--- src/rtl/fp_minmax_reduce.sv ---
// Streaming IEEE-754 min/max reduction with RISC-V FMIN/FMAX semantics.
// Accepts one element per cycle and reports the winner, its index and NV.
module fp_minmax_reduce #(
  parameter int EXP_W = 8,
  parameter int MAN_W = 23,
  parameter int IDX_W = 8,
  localparam int W = 1 + EXP_W + MAN_W
) (
  input  logic             clock,
  input  logic             reset,
  input  logic             in_valid,
  output logic             in_ready,
  input  logic [W-1:0]     in_data,
  input  logic             in_last,
  input  logic             in_op,
  output logic             out_valid,
  input  logic             out_ready,
  output logic [W-1:0]     out_result,
  output logic [IDX_W-1:0] out_index,
  output logic [4:0]       out_flags,
  output logic             out_ovf
);

  typedef enum logic [1:0] {IDLE, ACC, DONE} state_t;

  localparam logic [IDX_W-1:0] CNT_MAX = '1;

  state_t           state_q, state_d;
  logic [W-1:0]     acc_q, acc_d;
  logic [IDX_W-1:0] idx_q, idx_d;
  logic [IDX_W-1:0] cnt_q, cnt_d;
  logic             op_q, op_d;
  logic             nv_q, nv_d;
  logic             ovf_q, ovf_d;
  logic             full_q, full_d;
  logic             out_valid_q, out_valid_d;
  logic [W-1:0]     out_result_q, out_result_d;
  logic [IDX_W-1:0] out_index_q, out_index_d;
  logic [4:0]       out_flags_q, out_flags_d;
  logic             out_ovf_q, out_ovf_d;

  logic             accept;
  logic             take;

  function automatic logic is_nan(input logic [W-1:0] x);
    return (&x[W-2:MAN_W]) && (|x[MAN_W-1:0]);
  endfunction

  function automatic logic is_snan(input logic [W-1:0] x);
    return is_nan(x) && !x[MAN_W-1];
  endfunction

  // Returns 1 when the incoming element replaces the accumulator.
  function automatic logic take_elem(input logic [W-1:0] acc,
                                     input logic [W-1:0] elem,
                                     input logic         op_max);
    logic gt, lt;
    gt = elem[W-2:0] > acc[W-2:0];
    lt = elem[W-2:0] < acc[W-2:0];
    if (is_nan(elem))               return 1'b0;
    else if (is_nan(acc))           return 1'b1;
    else if (elem[W-1] != acc[W-1]) return op_max ? !elem[W-1] : elem[W-1];
    else                            return (elem[W-1] ^ op_max) ? gt : lt;
  endfunction

  function automatic logic [W-1:0] canon(input logic [W-1:0] x);
    logic [W-1:0] c;
    c              = '0;
    c[W-2:MAN_W]   = '1;
    c[MAN_W-1]     = 1'b1;
    return is_nan(x) ? c : x;
  endfunction

  assign in_ready = (state_q != DONE);
  assign accept   = in_valid && in_ready;
  assign take     = take_elem(acc_q, in_data, op_q);

  always_comb begin
    state_d      = state_q;
    acc_d        = acc_q;
    idx_d        = idx_q;
    cnt_d        = cnt_q;
    op_d         = op_q;
    nv_d         = nv_q;
    ovf_d        = ovf_q;
    full_d       = full_q;
    out_valid_d  = out_valid_q;
    out_result_d = out_result_q;
    out_index_d  = out_index_q;
    out_flags_d  = out_flags_q;
    out_ovf_d    = out_ovf_q;

    case (state_q)
      IDLE: begin
        if (accept) begin
          acc_d  = in_data;
          idx_d  = '0;
          cnt_d  = IDX_W'(1);
          op_d   = in_op;
          nv_d   = is_snan(in_data);
          ovf_d  = 1'b0;
          full_d = 1'b0;
        end
      end
      ACC: begin
        if (accept) begin
          acc_d  = take ? in_data : acc_q;
          idx_d  = take ? cnt_q : idx_q;
          cnt_d  = (cnt_q == CNT_MAX) ? cnt_q : cnt_q + IDX_W'(1);
          // Once the last representable index is used, any further element overflows.
          full_d = full_q || (cnt_q == CNT_MAX);
          ovf_d  = ovf_q || full_q;
          nv_d   = nv_q || is_snan(in_data);
        end
      end
      DONE: begin
        if (out_ready) begin
          state_d     = IDLE;
          out_valid_d = 1'b0;
        end
      end
      default: state_d = IDLE;
    endcase

    if (accept) begin
      if (in_last) begin
        state_d      = DONE;
        out_valid_d  = 1'b1;
        out_result_d = canon(acc_d);
        out_index_d  = is_nan(acc_d) ? '0 : idx_d;
        out_flags_d  = {nv_d, 4'b0000};
        out_ovf_d    = ovf_d;
      end else begin
        state_d = ACC;
      end
    end
  end

  always_ff @(posedge clock or negedge reset) begin
    if (!reset) begin
      state_q      <= IDLE;
      nv_q         <= 1'b0;
      ovf_q        <= 1'b0;
      full_q       <= 1'b0;
      out_valid_q  <= 1'b0;
      out_result_q <= '0;
      out_index_q  <= '0;
      out_flags_q  <= '0;
      out_ovf_q    <= 1'b0;
    end else begin
      state_q      <= state_d;
      nv_q         <= nv_d;
      ovf_q        <= ovf_d;
      full_q       <= full_d;
      out_valid_q  <= out_valid_d;
      out_result_q <= out_result_d;
      out_index_q  <= out_index_d;
      out_flags_q  <= out_flags_d;
      out_ovf_q    <= out_ovf_d;
    end
  end

  // Accumulator datapath carries no reset; IDLE reloads it on the first element.
  always_ff @(posedge clock) begin
    acc_q <= acc_d;
    idx_q <= idx_d;
    cnt_q <= cnt_d;
    op_q  <= op_d;
  end

  assign out_valid  = out_valid_q;
  assign out_result = out_result_q;
  assign out_index  = out_index_q;
  assign out_flags  = out_flags_q;
  assign out_ovf    = out_ovf_q;

endmodule

--- config.mk ---
export PLATFORM = sky130hd
export DESIGN_NAME = fp_minmax_reduce
export DESIGN_NICKNAME = d
export VERILOG_FILES = /design/src/rtl/fp_minmax_reduce.sv
export SDC_FILE = /design/constraint.sdc
export NUM_CORES = 1
export LEC_CHECK = 0
export ABC_AREA = 1
export CAP_MARGIN = 10
export CELL_PAD_IN_SITES_DETAIL_PLACEMENT = 2
export CELL_PAD_IN_SITES_GLOBAL_PLACEMENT = 2
export CORE_UTILIZATION = 33
export DETAILED_ROUTE_END_ITERATION = 10
export GPL_TIMING_DRIVEN = 1
export PLACE_DENSITY = 0.94
export RECOVER_POWER = 25
export SKIP_LAST_GASP = 1
export SLEW_MARGIN = 40
export SYNTH_ARGS = -nofsm -noshare
export SYNTH_HDL_FRONTEND = slang
export SYNTH_SLANG_ARGS = --single-unit
--- constraint.sdc ---
create_clock -name clock -period 4.9 [get_ports clock]
set_input_delay 0.735 -clock clock [delete_from_list [all_inputs] [get_ports clock]]
set_output_delay 0.735 -clock clock [all_outputs]
set_load 0.01 [all_outputs]
==> flow_metrics.env, run 1 <==
export IMPL_power_density_nw_per_um2=462
export IMPL_power_frac_seq_pct=35.4
export IMPL_r2r_end="out_index[1]$_DFFE_PN0P_"
export IMPL_outcome="complete, but fails checks"
export IMPL_final_nets=989
export IMPL_slew_viol_final=49
export IMPL_rsz0062_at_grt="no"
export IMPL_worstSetupStartpoint="in_data[22]"
export IMPL_clock_fmax_mhz=225
export IMPL_die_h_um=137
export IMPL_dp_hpwl_um=16600
export IMPL_groute_usage_overall_pct=26.1
export IMPL_peakVddDrop_uv=282
export IMPL_wl_per_cell_um=20.1
export IMPL_grt_max_degree=66
export IMPL_cpMaxStageDelayCell="clkdlybuf4s50_1"
export IMPL_io_buffers=81
export IMPL_endpoint="out_index[1]$_DFFE_PN0P_"
export IMPL_cp_depth=19
export IMPL_clock_path_buffers=2
export IMPL_finalSetupViolCount=0
export IMPL_hold_violations=0
export IMPL_crit_path_end_kind="flop"
export IMPL_globalRouteOverflowTotal=0
export IMPL_num_antenna_cells=0
export IMPL_num_vias=6218
export IMPL_hold_path_class="flop to flop"
export IMPL_r2r_setup_slack_ps=940
export IMPL_critPathTopFamily="simple AND/OR/NAND/NOR gates"
export IMPL_cts_resized=0
export IMPL_r2r_start="acc_q[26]$_DFF_P_"
export IMPL_critical_path_class="primary input to flop"
export IMPL_antenna_found_initial=0
export IMPL_clockRootBuffer="clkbuf_16"
export IMPL_ctsHoldBuffers=0
export IMPL_multi_input_comb_area_um2=3090
export IMPL_ys_types=36
export IMPL_routed_wl_um=23100
export IMPL_syn_area_um2=5990
export IMPL_pwr_share_comb_pct=42.4
export IMPL_core_area_um2=17500
export IMPL_power_share_clock_pct=22.2
export IMPL_path_max_fanout=41
export IMPL_initial_core_util_pct=34.2
export IMPL_setup_worst_path_start_class="primary input"
export IMPL_finalSetupTns_ps=0
export IMPL_min_period_ps=4440
export IMPL_area_delta_synth_final_pct=21.3
export IMPL_drtIter0Drc=262
export IMPL_yosysSeqAreaShare_pct=37.9
export IMPL_yosys_warnings=0
export IMPL_h_tree_depth=3
export IMPL_maxCapViolations=1
export IMPL_drc=0
export IMPL_seqCellArea_um2=2270
export IMPL_power_leakage_nw=3.47
export IMPL_crit_arrival_ps=4740
export IMPL_numClockSinks=97
export IMPL_cp_required_ps=5200
export IMPL_synth_seq_cells=97
export IMPL_postCtsSetupBuffers=0
export IMPL_die_w_um=137
export IMPL_io_pins=86
export IMPL_p_switching_mw=1.38
export IMPL_dpl_instance_area_um2=6970
export IMPL_internal_power_mw=1.98
export IMPL_violations="capacitance limit, slew limit"
export IMPL_avgSynthCellArea_um2=7.01
export IMPL_antenna_left=0
export IMPL_worstMarginPinSlew_ps=2810
export IMPL_cp_cell_sequence="clkdlybuf4s50_1 -> ha_1 -> nand2_1 -> nor2_1 -> nand4_1 -> nor2_1 -> nand2_1 -> nand3_1 -> nand3_2 -> nand2_4 -> nand3_4 -> o211ai_1 -> nand2_1 -> nand4_1 -> nor2_1 -> nand2_2 -> buf_4 -> nand2_1 -> nand2_1"
export IMPL_swShare_pct=41.1
export IMPL_skew_ps=7.48
export IMPL_fillers=2069
export IMPL_gp_congestion=0.844
export IMPL_total_power_mw=3.36
export IMPL_cts_made_buffers=9
export IMPL_critical_path_max_stage_delay_ps=520
export IMPL_synthCells=854
export IMPL_max_slew_margin_pct=-87.0
export IMPL_cp_num_buf_inv=2
export IMPL_drive_above_1_share_pct=5.19
export IMPL_clkTransAtPathRegs_ps=70
export IMPL_grt_pass1_wl_um=36700
export IMPL_post_route_period_util_pct=90.7
export IMPL_grt_pass1_vias=7000
export IMPL_dr_pass1_iters=4
export IMPL_dieArea_um2=18700
export IMPL_insertion_delay_ps=360
export IMPL_r2r_cells=22
export IMPL_via_per_inst=5.41
export IMPL_rows=48
export IMPL_cts_tree="built"
export IMPL_finish_instance_area_um2=7260
export IMPL_path_common_cell="nand2_1"
[worst min path at each step]
stage	from	endpoint	cells after the start
6_report	out_result[19]$_DFFE_PN0P_	out_result[19]$_DFFE_PN0P_	2
5_1_grt	out_result[17]$_DFFE_PN0P_	out_result[17]$_DFFE_PN0P_	2
4_1_cts	out_result[19]$_DFFE_PN0P_	out_result[19]$_DFFE_PN0P_	2
3_5_place_dp	out_result[19]$_DFFE_PN0P_	out_result[19]$_DFFE_PN0P_	2
3_3_place_gp	out_result[3]$_DFFE_PN0P_	out_result[3]$_DFFE_PN0P_	2
2_1_floorplan	reset	full_q$_DFFE_PN0P_	0
[cells in the final DEF, fill, tap and decap left out, types with 31 or more instances in the layout]
master,n
nand2_1,263
inv_1,103
a21oi_1,84
clkdlybuf4s50_1,79
o21ai_0,54
nor2_1,49
dfrtp_1,48
dfxtp_1,40
nand4_1,38
ha_1,32
nand3_1,31
[registers in the layout, summed over array words and instances, names as in the netlist, 2 cells and up]
| name | count |
|---|---|
| idx_q | 8 |
| out_result | 32 |
| out_index | 8 |
| state_q | 2 |
| acc_q | 32 |
| cnt_q | 8 |
[worst reg2reg max path: stages (launching register included)]
cell	delay, ps
dfxtp_1	410
inv_1	110
ha_1	310
nand2_1	110
inv_1	70
nand2_1	70
nand2_1	50
nand2_1	70
nand2_1	60
a21oi_1	160
nand2_1	70
nand2_1	70
nand3_2	80
nand2_4	290
nand3_4	500
o211ai_1	410
nand2_1	180
nand4_1	150
nor2_1	90
nand2_2	80
buf_4	330
nand2_1	150
nand2_1	80
[per-stage QoR]
stage / hold WS, ps / std cells / util (%) / worst slack [ps]
after floorplan: 439 / 857 / - / 1960
after global placement: 466 / 1133 / 39.7 / 399
after detailed placement: 472 / 1133 / 39.7 / 162
after CTS: 492 / 1149 / 41.4 / 494
after global routing: 509 / 1149 / 41.4 / 204
final: 483 / 1149 / 41.4 / 458
[cells in the mapped netlist]
| cell | number | share of area, % |
|---|---|---|
| nor4_1 | 6 | 0.63 |
| a2bb2oi_1 | 1 | 0.15 |
| nand3_4 | 1 | 0.29 |
| a21oi_1 | 84 | 7.0 |
| edfxtp_1 | 9 | 4.5 |
| o21ai_0 | 54 | 4.5 |
| o211ai_1 | 12 | 1.5 |
| dfxtp_1 | 40 | 13 |
| inv_1 | 103 | 6.5 |
| buf_1 | 1 | 0.063 |
| a221oi_1 | 2 | 0.29 |
| nand2_4 | 1 | 0.19 |
| nor2_2 | 1 | 0.10 |
| o21ai_2 | 1 | 0.15 |
| ha_1 | 32 | 6.7 |
| or2_2 | 1 | 0.10 |
| nor3_1 | 6 | 0.50 |
| nand2_1 | 264 | 17 |
| inv_2 | 3 | 0.19 |
| clkinv_1 | 1 | 0.063 |
| o31ai_1 | 1 | 0.13 |
| nand3_1 | 31 | 2.6 |
| nand3_2 | 4 | 0.67 |
| nor2_1 | 51 | 3.2 |
| dfrtp_1 | 48 | 20 |
| nand2_2 | 1 | 0.10 |
| buf_4 | 6 | 0.75 |
| a21o_1 | 2 | 0.25 |
| a21oi_2 | 2 | 0.29 |
| buf_2 | 6 | 0.50 |
| conb_1 | 1 | 0.063 |
| o221ai_1 | 7 | 1.0 |
| clkbuf_1 | 24 | 1.5 |
| nand4_1 | 38 | 4.0 |
| buf_6 | 7 | 1.3 |
| xnor2_1 | 2 | 0.29 |
[kinds of logic after synthesis]
kind of cell	after synthesis	share of synthesized area, %
and+or+nand+nor	405	28.9
AOI/OAI and AO/OA	166	15.3
buffers and inverters	151	10.8
DFF	97	37.9
adders and majority gates	32	6.68
xor gates and xnor gates	2	0.292
other	1	0.0626
[layer usage]
metal | share of wire [%] | GRT usage, %
met5 | 0 | 0
met4 | 2.9 | 9.26
met3 | 3.7 | 4.52
met2 | 53 | 48.7
met1 | 41 | 29.5
[area by class of cell]
class,count,area share [%]
Multi-Input combinational cell,609,42.5
Tap cell,225,3.88
Clock buffer,9,3.10
Inverter,107,5.53
Clock inverter,7,1.05
Sequential cell,97,31.3
Timing Repair Buffer,95,12.7
[power groups by stage]
stage / clock (mW) / sequential, mW / combinational [mW]
3_3_place_gp: 0 / 1.18 / 1.33
4_1_cts: 0.765 / 1.19 / 1.44
5_1_grt: 0.793 / 1.22 / 1.58
6_report: 0.744 / 1.19 / 1.42
3_5_place_dp: 0 / 1.20 / 1.41
2_1_floorplan: 0 / 1.21 / 0.805
Note: power is estimated with default switching activity, not from simulation.
==> inputs of run 2 (changes only) <==
--- a/config.mk
+++ b/config.mk
@@ -11,10 +11,10 @@
 export CELL_PAD_IN_SITES_GLOBAL_PLACEMENT = 2
 export CORE_UTILIZATION = 33
 export DETAILED_ROUTE_END_ITERATION = 10
+export GPL_ROUTABILITY_DRIVEN = 1
 export GPL_TIMING_DRIVEN = 1
 export PLACE_DENSITY = 0.94
 export RECOVER_POWER = 25
-export SKIP_LAST_GASP = 1
 export SLEW_MARGIN = 40
 export SYNTH_ARGS = -nofsm -noshare
 export SYNTH_HDL_FRONTEND = slang
==> results of run 2 <==
Final layout, timing and power as in run 1 (identical DEF).
==> inputs of run 3 (changes only) <==
--- a/config.mk
+++ b/config.mk
@@ -6,6 +6,7 @@
 export NUM_CORES = 1
 export LEC_CHECK = 0
 export ABC_AREA = 1
+export ABC_CLOCK_PERIOD_IN_PS = 4900
 export CAP_MARGIN = 10
 export CELL_PAD_IN_SITES_DETAIL_PLACEMENT = 2
 export CELL_PAD_IN_SITES_GLOBAL_PLACEMENT = 2
==> results of run 3 <==
Final layout, timing and power as in run 1 (identical DEF).
